===== config.mk =====
export PLATFORM = sky130hd
export DESIGN_NAME = pipe_stage_skid_flat
export DESIGN_NICKNAME = d
export VERILOG_FILES = /design/src/rtl/pipe_stage_skid_if.sv /design/src/rtl/pipe_stage_skid.sv /design/src/flat_wrapper.sv
export SDC_FILE = /design/constraint.sdc
export NUM_CORES = 1
export LEC_CHECK = 0
export ABC_AREA = 1
export CAP_MARGIN = 10
export CORE_MARGIN = 2
export CORE_UTILIZATION = 50
export DETAILED_ROUTE_END_ITERATION = 12
export GPL_TIMING_DRIVEN = 0
export PLACE_DENSITY = 0.76
export SLEW_MARGIN = 0
export SYNTH_ARGS = -nofsm -noshare
export SYNTH_HDL_FRONTEND = slang
export SYNTH_SLANG_ARGS = --single-unit

===== constraint.sdc =====
create_clock -name clk -period 15.5 [get_ports clk]
set_input_delay 3.1 -clock clk [delete_from_list [all_inputs] [get_ports clk]]
set_output_delay 3.1 -clock clk [all_outputs]
set_load 0.05 [all_outputs]

===== src/rtl/pipe_stage_skid_if.sv =====
// Handshake and payload bundle for one pipeline stage boundary.
// The master side feeds the stage and consumes its output; the slave side is the stage itself.
interface pipe_stage_skid_if #(
  parameter int CTRL_W = 24,
  parameter int DATA_W = 160,
  parameter int CNT_W  = 16
);
  logic              flush;
  logic              in_valid;
  logic              in_ready;
  logic [CTRL_W-1:0] in_ctrl;
  logic [DATA_W-1:0] in_data;
  logic              out_valid;
  logic              out_ready;
  logic [CTRL_W-1:0] out_ctrl;
  logic [DATA_W-1:0] out_data;
  logic [CNT_W-1:0]  stall_cnt;

  modport master (
    output flush, in_valid, in_ctrl, in_data, out_ready,
    input  in_ready, out_valid, out_ctrl, out_data, stall_cnt
  );

  modport slave (
    input  flush, in_valid, in_ctrl, in_data, out_ready,
    output in_ready, out_valid, out_ctrl, out_data, stall_cnt
  );
endinterface


===== src/rtl/pipe_stage_skid.sv =====
// Generic inter-stage register with a one-deep skid entry, flush-to-bubble and a saturating stall counter.
// Control is zeroed whenever an entry is empty, so downstream always decodes a NOP on a bubble.
module pipe_stage_skid #(
  parameter int CTRL_W = 24,
  parameter int DATA_W = 160,
  parameter int CNT_W  = 16
) (
  input logic               clk,
  input logic               clr,
  pipe_stage_skid_if.slave  bus
);

  localparam logic [CNT_W-1:0] StallMax = '1;

  logic              outValid;
  logic [CTRL_W-1:0] outCtrl;
  logic [DATA_W-1:0] outData;
  logic              skidValid;
  logic [CTRL_W-1:0] skidCtrl;
  logic [DATA_W-1:0] skidData;
  logic [CNT_W-1:0]  stallCnt;
  logic              inReady;
  logic              inFire;
  logic              outFire;

  // Readiness depends only on our own skid state and flush, keeping out_ready off the upstream path.
  assign inReady = !skidValid && !bus.flush;
  assign inFire  = bus.in_valid && inReady;
  assign outFire = outValid && bus.out_ready;

  always_ff @(posedge clk or posedge clr) begin
    if (clr) begin
      outValid  <= 1'b0;
      outCtrl   <= '0;
      outData   <= '0;
      skidValid <= 1'b0;
      skidCtrl  <= '0;
      skidData  <= '0;
    end else if (bus.flush) begin
      outValid  <= 1'b0;
      outCtrl   <= '0;
      skidValid <= 1'b0;
      skidCtrl  <= '0;
    end else if (skidValid) begin
      if (bus.out_ready) begin
        outValid  <= 1'b1;
        outCtrl   <= skidCtrl;
        outData   <= skidData;
        skidValid <= 1'b0;
        skidCtrl  <= '0;
      end
    end else if (inFire) begin
      if (!outValid || bus.out_ready) begin
        outValid <= 1'b1;
        outCtrl  <= bus.in_ctrl;
        outData  <= bus.in_data;
      end else begin
        skidValid <= 1'b1;
        skidCtrl  <= bus.in_ctrl;
        skidData  <= bus.in_data;
      end
    end else if (outFire) begin
      outValid <= 1'b0;
      outCtrl  <= '0;
    end
  end

  // Stall cycles keep counting through flushes; only clr brings the counter back to zero.
  always_ff @(posedge clk or posedge clr) begin
    if (clr) begin
      stallCnt <= '0;
    end else if (outValid && !bus.out_ready && stallCnt != StallMax) begin
      stallCnt <= stallCnt + CNT_W'(1);
    end
  end

  assign bus.in_ready  = inReady;
  assign bus.out_valid = outValid;
  assign bus.out_ctrl  = outCtrl;
  assign bus.out_data  = outData;
  assign bus.stall_cnt = stallCnt;

endmodule


===== src/flat_wrapper.sv =====
// flat-port wrapper written by rule: the top's interface ports become plain ports
module pipe_stage_skid_flat 
#(
  parameter int CTRL_W = 24,
  parameter int DATA_W = 160,
  parameter int CNT_W  = 16
)
  (clk, clr, bus_flush, bus_in_valid, bus_in_ctrl, bus_in_data, bus_out_ready, bus_in_ready, bus_out_valid, bus_out_ctrl, bus_out_data, bus_stall_cnt);
  pipe_stage_skid_if #(.CTRL_W(CTRL_W), .DATA_W(DATA_W), .CNT_W(CNT_W)) bus_i ();
  input logic clk;
  input logic clr;
  input wire logic [$bits(bus_i.flush)-1:0] bus_flush;
  input wire logic [$bits(bus_i.in_valid)-1:0] bus_in_valid;
  input wire logic [$bits(bus_i.in_ctrl)-1:0] bus_in_ctrl;
  input wire logic [$bits(bus_i.in_data)-1:0] bus_in_data;
  input wire logic [$bits(bus_i.out_ready)-1:0] bus_out_ready;
  output wire logic [$bits(bus_i.in_ready)-1:0] bus_in_ready;
  output wire logic [$bits(bus_i.out_valid)-1:0] bus_out_valid;
  output wire logic [$bits(bus_i.out_ctrl)-1:0] bus_out_ctrl;
  output wire logic [$bits(bus_i.out_data)-1:0] bus_out_data;
  output wire logic [$bits(bus_i.stall_cnt)-1:0] bus_stall_cnt;
  assign bus_i.flush = bus_flush;
  assign bus_i.in_valid = bus_in_valid;
  assign bus_i.in_ctrl = bus_in_ctrl;
  assign bus_i.in_data = bus_in_data;
  assign bus_i.out_ready = bus_out_ready;
  assign bus_in_ready = bus_i.in_ready;
  assign bus_out_valid = bus_i.out_valid;
  assign bus_out_ctrl = bus_i.out_ctrl;
  assign bus_out_data = bus_i.out_data;
  assign bus_stall_cnt = bus_i.stall_cnt;
  pipe_stage_skid #(.CTRL_W(CTRL_W), .DATA_W(DATA_W), .CNT_W(CNT_W)) u_core (.clk(clk), .clr(clr), .bus(bus_i));
endmodule

==> metrics.log <==
INFO  metric cp_data_arrival_time = 5390 ps
INFO  metric timing.max_cap.violations = 0
INFO  metric vias_per_cell = 5.28
INFO  metric core_region_area = 32,700 µm²
INFO  metric delay_of_the_slowest_cell_on_the_worst_path = 890 ps
INFO  metric synth_cell_types = 24
INFO  metric drt-initial-drc-count = 1,086
INFO  metric drive_above_1_share = 5.89%
INFO  metric critPathKind = in -> out
INFO  metric synth_area = 16,700 µm²
INFO  metric max_slew.worst_pin.slew = 855 ps
INFO  metric cts_setup_buffers = 0
INFO  metric power.ir.vdd_worst = 0.000106 V
INFO  metric setup-tns-final = 0 ps
INFO  metric maxSlewViolCount = 0
INFO  metric cts.root.buffer_cell = sky130_fd_sc_hd__clkbuf_16
INFO  metric max_freq = 118 MHz
INFO  metric globalRouteTotalUtil = 28.5%
INFO  metric global_route_wire_length_before_repair = 80.4 mm
INFO  metric sequential_to_total_area_share_from_yosys_stat = 58.0%
INFO  metric fin_area = 22,500 µm²
INFO  metric hold_class = reg -> reg
INFO  metric worstPathBufferInverterCount = 4
INFO  metric postSynthNetCount = 2,168
INFO  metric ctsResizeCount = 0
INFO  metric endpoint_kind = primary output
INFO  metric final_antenna_net_count = 0
INFO  metric routed-via-count = 15,200
INFO  metric dp.cells = 2,812
INFO  metric dr.pass1.iters = 5
INFO  metric postSynthCellCount = 1,978
INFO  metric commonest_non_fill_non_tap_cell_in_the_layout = sky130_fd_sc_hd__nand2_1
INFO  metric critical_path_peak_fanout = 10
INFO  metric fp.dieW = 187 µm
INFO  metric p_leak = 10.9 nW
INFO  metric setup_violations = 0
INFO  metric crit_family = buffers and inverters
INFO  metric stdcell_count = 2,889
INFO  metric final.period_utilization = 54.8%
INFO  metric number_of_input_and_output_port_buffers_inserted = 389
INFO  metric io_pins = 391
INFO  metric number_of_warnings_issued_by_yosys = 0
INFO  metric critPathRequiredTime = 12,400 ps
INFO  metric finalCriticalPeriod = 8490 ps
INFO  metric estimated_wirelength_of_the_detail_placed_design = 35.4 mm
INFO  metric cts_inserted_buffers = 40
INFO  metric layout.cells.most_common_list = sky130_fd_sc_hd__nand2_1 (597), sky130_fd_sc_hd__clkdlybuf4s50_1 (389), sky130_fd_sc_hd__dfrtp_1 (386)
INFO  metric ys_seq_elements = 386
INFO  metric clkTransAtPathRegs = 60 ps
INFO  metric placement_rows = 66
INFO  metric grt_start_max_net_pins = 132
INFO  metric cts_tree = yes
INFO  metric filler_cell_count = 2,620
INFO  metric rsz_0062_raised_after_global_routing = no
INFO  metric die_area = 34,800 µm²
INFO  metric drc = 0
INFO  metric total_power = 3.19 mW
INFO  metric initial_core_util = 50.9%
INFO  metric cellPowerDensity = 142 nW/µm²
INFO  metric first_global_vias = 15,200
INFO  metric postPlaceCellArea = 21,200 µm²
INFO  metric fin_worst_skew = 28.8 ps
INFO  metric clock_insertion_delay_worst_skew = 540 ps
INFO  metric avgRoutedWirePerCell = 17.1 µm
INFO  metric critPathSlowestCell = sky130_fd_sc_hd__clkdlybuf4s50_1
INFO  metric gr-total-overflow = 0
INFO  metric cts.sinks = 386
INFO  metric nets = 2,602
INFO  metric grt_antenna_before_repair = 7
INFO  metric max-slew-margin-rel = 43.0%
INFO  metric cts_max_level = 2
INFO  metric status = completed
INFO  metric timing.final.hold_violations = 0
INFO  metric worst_setup_path_start_kind = primary input
INFO  metric critical_path.cell_chain = clkdlybuf4s50_1 > nor2_4 > buf_2 > buf_1 > clkdlybuf4s50_1
INFO  metric flow.area_growth_from_synthesis = 35.0%
INFO  metric max-clock-path-buffers = 3
INFO  metric y_dimension_of_the_die = 187 µm
INFO  metric crit_top_cell = sky130_fd_sc_hd__clkdlybuf4s50_1
INFO  metric cts-hold-fix-buffers = 0
INFO  metric syn-mean-instance-area = 8.42 µm²
INFO  metric route.final.wire_length = 49.4 mm
INFO  metric finalWeightedCongestion = 0.889
cell usage after synthesis:
cell | instances | share of area (%)
sky130_fd_sc_hd__buf_1 | 2 | 0.045
sky130_fd_sc_hd__nand3_1 | 58 | 1.7
sky130_fd_sc_hd__buf_6 | 9 | 0.61
sky130_fd_sc_hd__dfrtp_1 | 386 | 58
sky130_fd_sc_hd__buf_4 | 6 | 0.27
sky130_fd_sc_hd__nand2_2 | 1 | 0.038
sky130_fd_sc_hd__inv_1 | 203 | 4.6
sky130_fd_sc_hd__nand2_1 | 597 | 13
sky130_fd_sc_hd__o21ai_1 | 251 | 7.5
sky130_fd_sc_hd__clkbuf_1 | 54 | 1.2
sky130_fd_sc_hd__nand4_1 | 5 | 0.19
sky130_fd_sc_hd__xor2_1 | 2 | 0.11
sky130_fd_sc_hd__buf_2 | 58 | 1.7
sky130_fd_sc_hd__nor2_1 | 22 | 0.50
sky130_fd_sc_hd__nand3_2 | 2 | 0.12
sky130_fd_sc_hd__a21oi_1 | 1 | 0.030
sky130_fd_sc_hd__nand4_2 | 1 | 0.075
sky130_fd_sc_hd__nor2_4 | 1 | 0.068
sky130_fd_sc_hd__xnor2_1 | 1 | 0.053
sky130_fd_sc_hd__inv_2 | 3 | 0.068
sky130_fd_sc_hd__o21ai_0 | 310 | 9.3
sky130_fd_sc_hd__a21oi_2 | 1 | 0.053
sky130_fd_sc_hd__nand3b_1 | 3 | 0.14
sky130_fd_sc_hd__ha_1 | 1 | 0.075
final cells by class:
cell class / count / area (µm²) / share of cell area, %
clock inverter: 8 / 72.6 / 0.323
sequential: 386 / 9660 / 43.0
tap: 442 / 553 / 2.46
inverter: 206 / 781 / 3.47
timing repair buffer: 392 / 3980 / 17.7
clock buffer: 65 / 1210 / 5.36
antenna: 4 / 10.0 / 0.0445
multi-input combinational: 1257 / 5580 / 24.8
buffer: 129 / 647 / 2.88
cells by family after synthesis:
group / after synthesis / share of synthesized area [%]
AND/OR/NAND/NOR: 690 / 16.3
AO/OA/AOI/OAI: 563 / 16.9
flip-flops: 386 / 58.0
buffers and inverters: 335 / 8.53
XOR/XNOR: 3 / 0.158
adder cells (fa/ha/maj): 1 / 0.0751
routing by layer:
metal	global-route usage (%)	share of wire (%)	vias to the layer above
met1	37.1	41	7355
met4	10.5	3.4	4
li1	-	-	7212
met5	0	0.049	-
met2	47.7	49	556
met3	5.30	7.0	113
final timing paths:
path,startpoint,end,slack (ps),cells after the start
worst min-delay path,u_core.skidData[9]$_DFFE_PP0P_,u_core.skidData[9]$_DFFE_PP0P_,480,2
worst max register to register,u_core.skidValid$_DFF_PP0_,u_core.bus.out_data[58]$_DFFE_PP0P_,13400,7
worst min register to register,u_core.skidData[9]$_DFFE_PP0P_,u_core.skidData[9]$_DFFE_PP0P_,480,2
max in group asynchronous,clr,u_core.skidData[58]$_DFFE_PP0P_,10980,4
worst max-delay path,bus_flush,bus_in_ready,7010,5
min in group asynchronous,clr,u_core.bus.out_data[98]$_DFFE_PP0P_,2980,2
worst min-delay path: stages, from the launching register on:
cell and delay (ps):
sky130_fd_sc_hd__dfrtp_1 340, sky130_fd_sc_hd__nand2_1 50, sky130_fd_sc_hd__o21ai_0 60
stage by stage:
step                utilization (%)  hold WS [ps]  setup slack [ps]
finish                         68.8           479              7010
global placement               64.5           461             -2760
detailed placement             64.8           468              7030
floorplan                         -           448              1670
CTS                            68.7           483              7020
global route                   68.7           494              6910
where the power goes:
group | internal [mW] | switching (mW) | total [mW]
Clock | 0.549 | 0.393 | 0.942
Combinational | 0.314 | 0.592 | 0.907
Sequential | 1.22 | 0.123 | 1.34
Total | 2.08 | 1.11 | 3.19
flip-flops by register name (all words and copies together), names as in the netlist:
name / count
u_core.bus.out_ctrl: 24
u_core.bus.out_data: 160
u_core.bus.out_valid: 1
u_core.bus.stall_cnt: 16
u_core.skidCtrl: 24
u_core.skidData: 160
u_core.skidValid: 1
Note: power is estimated with default switching activity, not from simulation.
